### src/rtl/lsu_pkg.sv
// Shared LSU definitions: DCache micro-op codes, LDM/STM addressing modes and
// the multi-transfer sequencer state encoding.
package lsu_pkg;

  localparam int unsigned ADDR_W = 32;
  localparam int unsigned DATA_W = 32;
  localparam int unsigned LIST_W = 16;
  localparam int unsigned IDX_W  = 4;
  localparam int unsigned CNT_W  = 5;
  localparam int unsigned UOP_W  = 5;

  localparam logic [UOP_W-1:0] LSU_UOP_NOP = 5'b00000;
  localparam logic [UOP_W-1:0] LSU_UOP_STR = 5'b01001;
  localparam logic [UOP_W-1:0] LSU_UOP_LDR = 5'b01010;

  typedef enum logic [1:0] {
    MODE_DA = 2'b00,
    MODE_IA = 2'b01,
    MODE_DB = 2'b10,
    MODE_IB = 2'b11
  } ldm_mode_e;

  typedef enum logic [1:0] {
    ST_IDLE   = 2'd0,
    ST_XFER   = 2'd1,
    ST_FINISH = 2'd2
  } seq_state_e;

  // Increment modes (IA/IB) move the base upwards.
  function automatic logic mode_is_inc(input logic [1:0] mode);
    return mode[0];
  endfunction

endpackage

### src/rtl/ldm_stm_sequencer_popcount16.sv
// Population count of a 16-bit register list.
module popcount16
  import lsu_pkg::*;
(
  input  logic [LIST_W-1:0] bits,
  output logic [CNT_W-1:0]  count
);

  always_comb begin
    count = '0;
    for (int i = 0; i < 16; i++) begin
      count = count + CNT_W'(bits[i]);
    end
  end

endmodule

### src/rtl/ldm_stm_sequencer.sv
// LDM/STM micro-sequencer: expands a register list into one DCache transfer per cycle.
// Optional base writeback is built only with LDM_STM_WRITEBACK_EN defined.
module ldm_stm_sequencer
  import lsu_pkg::*;
#(
  parameter logic [4:0] UOP_STR = LSU_UOP_STR,
  parameter logic [4:0] UOP_LDR = LSU_UOP_LDR,
  parameter logic [4:0] UOP_NOP = LSU_UOP_NOP
) (
  input  logic        clock,
  input  logic        reset,
  input  logic        start,
  input  logic        is_load,
  input  logic [31:0] base,
  input  logic [15:0] reg_list,
  input  logic [1:0]  mode,
  input  logic        writeback,
  output logic        ready,
  output logic        done,
  output logic [31:0] cache_addr,
  output logic [4:0]  cache_uop,
  output logic [31:0] cache_wdata,
  input  logic [31:0] cache_rdata,
  output logic [3:0]  rf_rd_idx,
  input  logic [31:0] rf_rd_data,
  output logic        rf_we,
  output logic [3:0]  rf_wr_idx,
  output logic [31:0] rf_wr_data,
  output logic        base_wb_en,
  output logic [31:0] base_wb_value
);

  seq_state_e          state_q, state_d;
  logic                is_load_q;
  logic [LIST_W-1:0]   list_q;
  logic [ADDR_W-1:0]   addr_q;
  logic                ld_pend_q;
  logic [IDX_W-1:0]    ld_idx_q;

  logic [CNT_W-1:0]    n_regs;
  logic [ADDR_W-1:0]   four_n;
  logic [ADDR_W-1:0]   start_addr;
  logic [IDX_W-1:0]    cur_idx;
  logic                last_xfer;
  logic                accept;
  logic                wb_hit;
  logic [ADDR_W-1:0]   wb_val;

  popcount16 u_popcount (
    .bits  (reg_list),
    .count (n_regs)
  );

  assign accept    = start && (state_q == ST_IDLE);
  assign four_n    = ADDR_W'({n_regs, 2'b00});
  assign last_xfer = (list_q & (list_q - 16'd1)) == '0;

  // First word address of the block for each addressing mode.
  always_comb begin
    start_addr = base;
    case (mode)
      MODE_DA: start_addr = base - four_n + 32'd4;
      MODE_IA: start_addr = base;
      MODE_DB: start_addr = base - four_n;
      MODE_IB: start_addr = base + 32'd4;
      default: start_addr = base;
    endcase
  end

  // Lowest remaining register is transferred next.
  always_comb begin
    cur_idx = '0;
    for (int i = 15; i >= 0; i--) begin
      if (list_q[i]) cur_idx = IDX_W'(i);
    end
  end

  always_ff @(posedge clock) begin
    if (reset) state_q <= ST_IDLE;
    else       state_q <= state_d;
  end

  always_comb begin
    state_d = state_q;
    case (state_q)
      ST_IDLE:   if (accept) state_d = (reg_list == '0) ? ST_FINISH : ST_XFER;
      ST_XFER:   if (last_xfer) state_d = ST_FINISH;
      ST_FINISH: state_d = ST_IDLE;
      default:   state_d = ST_IDLE;
    endcase
  end

  always_ff @(posedge clock) begin
    if (reset) begin
      is_load_q <= 1'b0;
      list_q    <= '0;
      addr_q    <= '0;
      ld_pend_q <= 1'b0;
      ld_idx_q  <= '0;
    end else begin
      ld_pend_q <= 1'b0;
      if (accept) begin
        is_load_q <= is_load;
        list_q    <= reg_list;
        addr_q    <= start_addr;
      end else if (state_q == ST_XFER) begin
        list_q    <= list_q & ~(16'd1 << cur_idx);
        addr_q    <= addr_q + 32'd4;
        ld_pend_q <= is_load_q;
        ld_idx_q  <= cur_idx;
      end
    end
  end

`ifdef LDM_STM_WRITEBACK_EN
  logic              wb_q;
  logic [ADDR_W-1:0] wb_value_q;

  // Writeback is dropped for an empty list so no base update is signalled.
  always_ff @(posedge clock) begin
    if (reset) begin
      wb_q       <= 1'b0;
      wb_value_q <= '0;
    end else if (accept) begin
      wb_q       <= writeback && (reg_list != '0);
      wb_value_q <= mode_is_inc(mode) ? (base + four_n) : (base - four_n);
    end
  end

  assign wb_hit = wb_q;
  assign wb_val = wb_value_q;
`else
  logic unused_writeback;
  assign unused_writeback = writeback;
  assign wb_hit = 1'b0;
  assign wb_val = '0;
`endif

  always_comb begin
    ready         = 1'b0;
    done          = 1'b0;
    cache_addr    = '0;
    cache_uop     = UOP_NOP;
    cache_wdata   = '0;
    rf_rd_idx     = '0;
    rf_we         = 1'b0;
    rf_wr_idx     = '0;
    rf_wr_data    = '0;
    base_wb_en    = 1'b0;
    base_wb_value = '0;
    // Load data returns one cycle after its LDR, independent of FSM state.
    if (ld_pend_q) begin
      rf_we      = 1'b1;
      rf_wr_idx  = ld_idx_q;
      rf_wr_data = cache_rdata;
    end
    case (state_q)
      ST_IDLE: ready = 1'b1;
      ST_XFER: begin
        cache_addr = addr_q;
        if (is_load_q) begin
          cache_uop = UOP_LDR;
        end else begin
          cache_uop   = UOP_STR;
          rf_rd_idx   = cur_idx;
          cache_wdata = rf_rd_data;
        end
      end
      ST_FINISH: begin
        done = 1'b1;
        if (wb_hit) begin
          base_wb_en    = 1'b1;
          base_wb_value = wb_val;
        end
      end
      default: ;
    endcase
  end

endmodule

### config.mk
export PLATFORM = sky130hd
export DESIGN_NAME = ldm_stm_sequencer
export DESIGN_NICKNAME = d
export VERILOG_FILES = /design/src/rtl/lsu_pkg.sv /design/src/rtl/ldm_stm_sequencer_popcount16.sv /design/src/rtl/ldm_stm_sequencer.sv
export SDC_FILE = /design/constraint.sdc
export NUM_CORES = 1
export LEC_CHECK = 0
export BUFFER_PORTS_ARGS = -buffer_cell sky130_fd_sc_hd__buf_2
export CORE_ASPECT_RATIO = 0.8
export CORE_MARGIN = 4
export CORE_UTILIZATION = 45
export CTS_BUF_LIST = sky130_fd_sc_hd__clkbuf_4 sky130_fd_sc_hd__clkbuf_8 sky130_fd_sc_hd__clkbuf_16
export DETAILED_ROUTE_END_ITERATION = 10
export PLACE_DENSITY = 0.77
export SYNTH_ARGS = -nofsm -noshare
export SYNTH_HDL_FRONTEND = slang
export SYNTH_SLANG_ARGS = --single-unit
### constraint.sdc
create_clock -name clock -period 6.9 [get_ports clock]
set_input_delay 0.345 -clock clock [delete_from_list [all_inputs] [get_ports clock]]
set_output_delay 0.345 -clock clock [all_outputs]
set_load 0.01 [all_outputs]
==> flow_metrics.tcl, run 1 <==
set metrics [dict create \
    clkLatencyLatePin_ps 300 \
    highest_layer "met4" \
    rsz0062_at_grt "false" \
    hpwl_um 18700 \
    reg2reg_to "list_q[13]$_SDFFE_PP0P_" \
    crit_fanout 6 \
    avgSynthCellArea_um2 6.93 \
    startpoint_type "input pin" \
    critPathKind "input pin to flip-flop" \
    hold_depth 3 \
    postCtsHoldBufs 0 \
    max_stage_delay_ps 550 \
    grt_use_total 0.261 \
    irDropWorstVdd_v 0.000229 \
    ys_ff_latch 56 \
    grt_pass1_wl_um 38100 \
    status "finished clean" \
    numCtsBuffers 5 \
    antenna_found_initial 0 \
    grt_max_degree 58 \
    grt_pass1_vias 7306 \
    root_buffer "clkbuf_16" \
    slew_headroom 0.200 \
    core-area_mm2 0.0151 \
    synth_top_cell_by_area "dfxtp_1" \
    cp_slowest_cell "a21boi_1" \
    endpoint_kind "flip-flop" \
    critPathArrivalTime_ps 6690 \
    cts_tree "built" \
    fill_cells 1462 \
    rows 40 \
    finalNonFillerCells 1415 \
    cpLargestDelayFamily "adder cells" \
    totalPowerFinal_w 0.00198 \
    tightest_slew_ps 1200 \
    vias_per_cell 5.67 \
    hp-start "base[1]" \
    start_util 0.461 \
    overflow 0 \
    wl_met1_um 10600 \
    wl_met3_um 2290 \
    cts_buffer_depth 2 \
    drtAntennaViolNets 0 \
    crit_buf_inv 4 \
    worst_clock_skew_ps 7.22 \
    routed_wl_um 23800 \
    synth_ff_type "dfxtp_1" \
    vias 8030 \
    cp_cell_sequence "buf_2 > inv_1 > ha_1 > inv_1 > fa_1 > fa_1 > fa_1 > fa_1 > fa_1 > fa_1 > nor2b_1 > o21ai_0 > ha_1 > buf_4 > o211a_1 > a21boi_1 > o211ai_1 > a22oi_1 > nand4_1 > nor4_4 > nand2_1 > xnor2_1 > a2111oi_0" \
    synth_area_leaders "dfxtp_1, and2_1, a21oi_1, nand2_1, nor2_1" \
    worstHoldPathType "input pin to flip-flop" \
    route.detailed.drc 0 \
    powerDensity_mw_per_mm2 237 \
    report.final.slew_viol_count 0 \
    htree_levels 2 \
    yosys_warnings 0 \
    required_ps 7060 \
    fin_nets 1351 \
    gp_congestion 0.941 \
    reg2regPathDepth 7 \
    final_area_mm2 0.00836 \
    dp_cells 1407 \
    seq_area_frac_synth 0.161 \
    finalSetupViolations 0 \
    clk_pin_slew_worst_paths_ps 80 \
    pin_count 264 \
    die_y_um 119 \
    place_area_mm2 0.00820 \
    first_pass_iters 5 \
    dieWidth_um 147 \
    max_freq_mhz 153 \
    die_area_mm2 0.0175 \
    hold_viol 0 \
    synth_area_mm2 0.00694 \
    r2r_start "list_q[0]$_SDFFE_PP0P_" \
    post-route-period-util 0.946 \
    r2r_setup_slack_ps 4070 \
    cts_num_sinks 56 \
    leakagePower_nw 3.81 \
    wire_per_inst_um 16.8 \
    crit_top_cell "fa_1" \
    synth_top_area_frac 0.161 \
    drt_iter0_markers 762 \
    async_flop_share 0 \
    antenna_cells 0 \
    area.growth.synth_to_final_pct 20.4 \
    met2WireLength_um 10500 \
    syn_inst 1001 \
    synth_cell_type_count 75 \
    min_period_ps 6530 \
    synth_edf_count 0 \
    port_buffers 227 \
    cap_violations 0 \
    min_to "addr_q[1]$_SDFFE_PP0P_" \
    drive_above_1_share 0.244 \
]
-- how the worst max path moves through the flow --
stage          slack [ps]   startpoint                      end  depth (start not counted)
2_1_floorplan         370  reg_list[0]  addr_q[24]$_SDFFE_PP0P_                         21
5_1_grt                30  reg_list[0]  addr_q[29]$_SDFFE_PP0P_                         23
6_report              370  reg_list[0]  addr_q[24]$_SDFFE_PP0P_                         23
3_3_place_gp          150  reg_list[0]  addr_q[21]$_SDFFE_PP0P_                         21
3_5_place_dp          -30  reg_list[0]  addr_q[24]$_SDFFE_PP0P_                         21
4_1_cts               290  reg_list[0]  addr_q[24]$_SDFFE_PP0P_                         21
-- power by group --
group | switching (W) | total, W | leakage [nW] | internal, W
clock | 0.000128 | 0.000274 | 0.0772 | 0.000146
sequential | 0.0000654 | 0.000440 | 0.462 | 0.000374
combinational | 0.000765 | 0.00127 | 3.27 | 0.000507
-- flip-flops by register name, summed over array words and instances, names as in the netlist --
signal and cells:
is_load_q 1, state_q 2, ld_pend_q 1, addr_q 32, list_q 16, ld_idx_q 4
-- per-stage QoR --
stage                     setup WS [ps]  utilization  TNS [ps]  hold WS [ps]
after floorplan                     375            -         0           432
after global placement              153        0.544         0           440
after detailed placement          -27.9        0.544     -27.9           445
after CTS                           287        0.554         0           280
after global routing               25.6        0.555         0           283
final                               373        0.555         0           282
-- layer usage --
layer | track usage | vias to the layer above
met5 | 0 | -
met4 | 0.0652 | 0
met3 | 0.0472 | 32
met2 | 0.405 | 434
met1 | 0.375 | 3693
li1 | - | 3871
-- area by class of cell --
cell class / instances / area, um2 / area share
clock inverter: 2 / 13.8 / 0.00165
sequential: 56 / 1120 / 0.134
multi-input combinational: 833 / 5260 / 0.629
timing repair buffer: 259 / 1380 / 0.165
clock buffer: 6 / 139 / 0.0166
inverter: 49 / 184 / 0.0220
tap: 210 / 263 / 0.0314
-- synthesized netlist by cell type, drive strengths merged (8+ instances only) --
master  instances
clkbuf         55
nand3          28
xnor2          38
xor2           27
nand4          13
a22oi           8
buf            42
nor3           27
nor2           91
a31oi          16
nand2          90
o21ai          46
o22ai           8
nor4           19
and2          111
o31ai           8
a211oi         20
or4            10
inv            48
fa             11
a21oi          85
ha             17
nand2b          9
nor2b           8
dfxtp          56
-- repair_timing --
action,in CTS,in global routing
endpoints found under the setup margin,0,6
setup buffers,0,0
resized for setup,0,2
-- tightest hold or removal path: stages --
cell     delay [ps]
buf_2            90
nand2_1          50
a21oi_1          50
-- placed cells by master, fill, tap and decap left out, types with 7 or more instances in the layout --
| cell type | count |
|---|---|
| a21oi_1 | 84 |
| o31ai_1 | 7 |
| inv_1 | 48 |
| buf_2 | 227 |
| xor2_1 | 27 |
| a21o_1 | 7 |
| o22ai_1 | 7 |
| dfxtp_1 | 56 |
| a31oi_1 | 16 |
| nor2_1 | 90 |
| nor3_1 | 25 |
| nor4_1 | 16 |
| or3_1 | 7 |
| buf_4 | 32 |
| ha_1 | 17 |
| fa_1 | 11 |
| nor2b_1 | 8 |
| and2_1 | 111 |
| nand2_1 | 90 |
| o21ai_0 | 46 |
| conb_1 | 35 |
| nand2b_1 | 9 |
| nand3_1 | 28 |
| nand4_1 | 13 |
| xnor2_1 | 38 |
| a211oi_1 | 18 |
| mux2i_1 | 7 |
| or4_1 | 7 |
| a22oi_1 | 8 |
-- cells by family (layout without fill, tap and decap cells) --
group / Yosys count / count (layout) / synth area share
multiplexers: 10 / 10 / 0.0150
other: 1 / 35 / 0.000540
flip-flops: 56 / 56 / 0.162
buffers and inverters: 146 / 316 / 0.100
AO/OA/AOI/OAI: 254 / 254 / 0.239
XOR/XNOR: 65 / 65 / 0.0820
AND/OR/NAND/NOR: 439 / 439 / 0.337
adder cells (fa/ha/maj): 30 / 30 / 0.0652
No activity file was read; power rests on OpenSTA's default activity.
==> run 2, diff against run 1 <==
CORE_ASPECT_RATIO = 0.6   (was 0.8)
CTS_CLUSTER_SIZE = 24   (was not set)
HOLD_SLACK_MARGIN = 0.03   (was not set)
==> run 2 against run 1 <==
Effect of this change: power rose by 3.0%; non-clock buffer count is 4 higher; sequential cell count stayed put; die area grew 0.30%; combinational power hardly changed; wire length is 6.8% higher; critical path depth grew 2; largest cell class unchanged.
==> flow_metrics.tcl, run 2 (synthesized netlist as in run 1, its figures left out) <==
set metrics [dict create \
    startpoint_type "input pin" \
    power.share.clock 0.148 \
    clk_pin_slew_worst_paths_ps 80 \
    vias_per_cell 5.77 \
    antenna_found_initial 1 \
    die_y_um 104 \
    area.growth.synth_to_final_pct 21.1 \
    route.detailed.drc 0 \
    max_stage_delay_ps 610 \
    cp-startpoint "reg_list[0]" \
    r2r_setup_slack_ps 3900 \
    dieWidth_um 168 \
    netSwitchingFraction 0.476 \
    vias 8125 \
    reg_top3 "addr_q: 32 flops, list_q: 16 flops, ld_idx_q: 4 flops" \
    reg2reg_to "list_q[13]$_SDFFE_PP0P_" \
    crit_top_cell "fa_1" \
    fin_nets 1355 \
    critPathKind "input pin to flip-flop" \
    final_cell_mix "buf_2, and2_1, nor2_1, nand2_1, a21oi_1" \
    finalSetupViolations 0 \
    rsz0062_at_grt "false" \
    reg2regPathDepth 7 \
    power.net_switching_w 0.000973 \
    root_buffer "clkbuf_16" \
    required_ps 7020 \
    leakagePower_nw 3.83 \
    worstSetupPathDepth 25 \
    overflow 0 \
    port_buffers 227 \
    report.final.slew_viol_count 0 \
    seqPwrFrac 0.215 \
    htree_levels 2 \
    power.internal_w 0.00107 \
    core-area_mm2 0.0148 \
    wire_per_inst_um 18.1 \
    pwr-share-comb 0.637 \
    drt_iter0_markers 839 \
    regMostFlops "addr_q" \
    hpwl_um 20400 \
    first_pass_iters 5 \
    grt_pass1_vias 7261 \
    hold_viol 0 \
    clkLatencyLatePin_ps 300 \
    post-route-period-util 0.943 \
    cts_num_sinks 56 \
    max_freq_mhz 154 \
    status "finished clean" \
    die_area_mm2 0.0175 \
    drtAntennaViolNets 0 \
    rows 34 \
    worstHoldPathType "input pin to flip-flop" \
    drive_above_1_share 0.246 \
    cap_violations 0 \
    grt_use_total 0.274 \
    critPathArrivalTime_ps 6630 \
    crit_buf_inv 6 \
    crit_fanout 15 \
    cts_buffer_depth 2 \
    endpoint_kind "flip-flop" \
    grt_pass1_wl_um 39700 \
    cpLargestDelayFamily "adder cells" \
    numCtsBuffers 5 \
    start_util 0.469 \
    routed_wl_um 25400 \
    cts_tree "built" \
    tightest_slew_ps 1210 \
    powerDensity_mw_per_mm2 243 \
    gp_congestion 1.02 \
    min_period_ps 6510 \
    worst_clock_skew_ps 9.88 \
    finalSetupTns_ps 0 \
    crit_end "addr_q[31]$_SDFFE_PP0P_" \
    largest_reg_flops 32 \
    final_common_cell "buf_2" \
    slew_headroom 0.170 \
    cp_slowest_cell "or4b_2" \
    irDropWorstVdd_v 0.000308 \
    totalPowerFinal_w 0.00204 \
    post_cts_buffers 0 \
    pin_count 264 \
    grt_max_degree 58 \
    r2r_start "list_q[0]$_SDFFE_PP0P_" \
]
==> run 2: changes by cell type in the layout (fill, tap and decap cells not counted), sizes merged <==
cell,change
clkbuf,-1
diode,+1
buf,+4
bufinv,+1
==> run 2: area by class of cell <==
| cell class | instances | area, um2 |
|---|---|---|
| clock inverters | 3 | 46.3 |
| well taps | 198 | 248 |
| fillers | 1441 | 6400 |
| multi-input cells | 833 | 5260 |
| repair buffers | 263 | 1420 |
| clock buffers | 5 | 125 |
| flip-flops and latches | 56 | 1120 |
| diodes | 1 | 2.50 |
| inverters | 49 | 184 |
==> run 2: timing repair <==
action                     in CTS  in global routing
hold buffers                    0                  0
gates resized for setup         0                  1
setup endpoints to repair       0                  1
==> run 2: worst min-delay path: cells and delay by family <==
family | cells | cell delay, ps
AOI/OAI and AO/OA | 1 | 50
buffers and inverters | 1 | 100
and+or+nand+nor | 1 | 50
==> run 2: through the flow <==
stage                     setup WS, ps  instance area (um2)  hold slack, ps   util  std cells
after floorplan                    375                 7070             432      -       1035
after global placement             270                 8220             438  0.556       1399
after detailed placement          95.3                 8220             445  0.556       1399
after CTS                          382                 8400             279  0.567       1407
after global routing              49.4                 8400             281  0.568       1408
final                              390                 8400             280  0.568       1408
==> run 2: routing by layer <==
layer	wire length (um)	track usage	up-vias
li1	-	-	3882
met1	11500	0.414	3739
met2	10500	0.393	480
met3	3130	0.0729	24
met4	356	0.0463	0
met5	0	0	-
==> run 2: worst min-delay path by stage <==
stage	from	end	slack, ps	cells past startpoint
2_1_floorplan	addr_q[0]$_SDFFE_PP0P_	addr_q[0]$_SDFFE_PP0P_	430	2
3_3_place_gp	addr_q[1]$_SDFFE_PP0P_	addr_q[1]$_SDFFE_PP0P_	440	2
3_5_place_dp	ld_idx_q[1]$_SDFFE_PP0P_	ld_idx_q[1]$_SDFFE_PP0P_	440	2
4_1_cts	is_load	is_load_q$_SDFFE_PP0P_	280	3
5_1_grt	is_load	is_load_q$_SDFFE_PP0P_	280	3
6_report	is_load	is_load_q$_SDFFE_PP0P_	280	3
==> run 2: power by group through the flow <==
stage | Clock (W) | Combinational (W) | Sequential [W]
6_report | 0.000303 | 0.00130 | 0.000439
3_3_place_gp | 0 | 0.00123 | 0.000441
4_1_cts | 0.000304 | 0.00128 | 0.000436
5_1_grt | 0.000320 | 0.00143 | 0.000448
3_5_place_dp | 0 | 0.00127 | 0.000443
2_1_floorplan | 0 | 0.000895 | 0.000421
==> run 3, diff against run 2 <==
PLACE_DENSITY = 0.74   (was 0.77)
clock period = 8 ns   (was 6.9 ns; I/O delays follow)
==> run 3 against run 2 <==
Effect of this change: core utilization is 1.3 points lower; sequential cell count is the same; power down 17%; register-to-register slack gained 1200 ps; critical path type unchanged; critical endpoint is now addr_q[29]$_SDFFE_PP0P_; largest power group unchanged.
==> flow_metrics.tcl, run 3 (synthesized netlist as in run 1, its figures left out) <==
set metrics [dict create \
    core-area_mm2 0.0148 \
    cp_cell_sequence "buf_2 > inv_1 > ha_1 > inv_1 > fa_1 > fa_1 > fa_1 > fa_1 > fa_1 > fa_1 > inv_1 > fa_1 > nand2b_1 > a21oi_1 > nor2_1 > a211oi_1 > o2111ai_2 > nor3_1 > nand2_1 > xnor2_1 > a2111oi_0" \
    whs_ps 341 \
    power.net_switching_w 0.000831 \
    cts_num_sinks 56 \
    power.internal_w 0.000861 \
    netSwitchingFraction 0.491 \
    dieWidth_um 168 \
    pwr-share-comb 0.638 \
    regMostFlops "addr_q" \
    cap_violations 0 \
    vias 8106 \
    slew_headroom 0.180 \
    drtAntennaViolNets 0 \
    rsz0062_at_grt "false" \
    min_to "is_load_q$_SDFFE_PP0P_" \
    drive_above_1_share 0.231 \
    totalPowerFinal_w 0.00169 \
    grt_use_total 0.281 \
    seqPwrFrac 0.225 \
    hp-start "is_load" \
    vias_per_cell 5.83 \
    clkLatencyLatePin_ps 300 \
    r2r_setup_slack_ps 5080 \
    cts_tree "built" \
    final_cell_mix "buf_2, and2_1, nor2_1, nand2_1, a21oi_1" \
    finalSetupViolations 0 \
    grt_max_degree 58 \
    post-route-period-util 0.903 \
    power.share.clock 0.136 \
    grt_pass1_wl_um 40300 \
    final_common_cell "buf_2" \
    rows 34 \
    largest_reg_flops 32 \
    cts_resized 0 \
    area.growth.synth_to_final_pct 18.3 \
    worstHoldPathType "input pin to flip-flop" \
    root_buffer "clkbuf_16" \
    tightest_slew_ps 1230 \
    leakagePower_nw 3.72 \
    wire_per_inst_um 18.9 \
    drt_iter0_markers 985 \
    route.detailed.drc 0 \
    max_stage_delay_ps 940 \
    powerDensity_mw_per_mm2 206 \
    max_freq_mhz 138 \
    min_period_ps 7230 \
    r2r_start "list_q[0]$_SDFFE_PP0P_" \
    worst_clock_skew_ps 14.8 \
    first_pass_iters 5 \
    cpLargestDelayFamily "adder cells" \
    final_area_mm2 0.00821 \
    pin_count 264 \
    startpoint_type "input pin" \
    grt_pass1_vias 7280 \
    status "finished clean" \
    crit_top_cell "fa_1" \
    crit_fanout 13 \
    reg_top3 "addr_q: 32 flops, list_q: 16 flops, ld_idx_q: 4 flops" \
    routed_wl_um 26300 \
    critPathArrivalTime_ps 7410 \
    place_area_mm2 0.00805 \
    report.final.slew_viol_count 0 \
    gp_congestion 0.940 \
    hpwl_um 21000 \
    overflow 0 \
    antenna_found_initial 7 \
    hold_depth 3 \
    hold_viol 0 \
    post_cts_buffers 0 \
    endpoint_kind "flip-flop" \
    start_util 0.469 \
    crit_buf_inv 4 \
    port_buffers 227 \
    irDropWorstVdd_v 0.000343 \
    reg2reg_to "list_q[13]$_SDFFE_PP0P_" \
    numCtsBuffers 5 \
    cts_buffer_depth 2 \
    required_ps 8180 \
    htree_levels 2 \
    clk_pin_slew_worst_paths_ps 80 \
    reg2regPathDepth 7 \
    finalSetupTns_ps 0 \
    postCtsHoldBufs 0 \
    cp_slowest_cell "a21oi_1" \
    critPathKind "input pin to flip-flop" \
    fin_nets 1334 \
    die_y_um 104 \
    die_area_mm2 0.0175 \
]
[run 3: power groups by stage]
stage / Sequential [W] / Clock (W) / Combinational [W]
6_report: 0.000381 / 0.000231 / 0.00108
5_1_grt: 0.000388 / 0.000244 / 0.00118
4_1_cts: 0.000378 / 0.000233 / 0.00106
3_5_place_dp: 0.000384 / 0 / 0.00106
3_3_place_gp: 0.000383 / 0 / 0.00103
2_1_floorplan: 0.000363 / 0 / 0.000772
[run 3: through the flow]
step | cells | utilization | worst slack [ps]
2_1_floorplan | 1035 | - | 1420
3_3_place_gp | 1378 | 0.544 | 698
3_5_place_dp | 1378 | 0.544 | 610
4_1_cts | 1386 | 0.554 | 901
5_1_grt | 1391 | 0.555 | 443
6_report | 1391 | 0.555 | 775
[run 3: final cells by class]
type | instances | area (um2)
Multi-Input combinational cell | 833 | 5250
Timing Repair Buffer | 242 | 1250
Sequential cell | 56 | 1120
Tap cell | 198 | 248
Clock buffer | 6 | 133
Inverter | 49 | 184
Antenna cell | 5 | 12.5
Clock inverter | 2 | 13.8
Fill cell | 1468 | 6590
[run 3: worst max path at each step]
stage / start / end / slack [ps] / cells past startpoint
floorplan: reg_list[0] / addr_q[24]$_SDFFE_PP0P_ / 1420 / 21
global placement: reg_list[0] / addr_q[24]$_SDFFE_PP0P_ / 700 / 21
detailed placement: reg_list[0] / addr_q[24]$_SDFFE_PP0P_ / 610 / 21
CTS: reg_list[0] / addr_q[24]$_SDFFE_PP0P_ / 900 / 21
global route: reg_list[0] / addr_q[29]$_SDFFE_PP0P_ / 440 / 21
finish: reg_list[0] / addr_q[29]$_SDFFE_PP0P_ / 770 / 21
[run 3: tightest hold or removal path: stages]
cell and delay [ps]:
buf_2 100, nand2_1 50, a21oi_1 50
[run 3: layer usage]
metal	track usage	wire length, um	part of all wire
met3	0.0820	3010	0.11
met2	0.398	11100	0.42
met4	0.0695	331	0.013
met5	0	27	0.0010
met1	0.415	11900	0.45
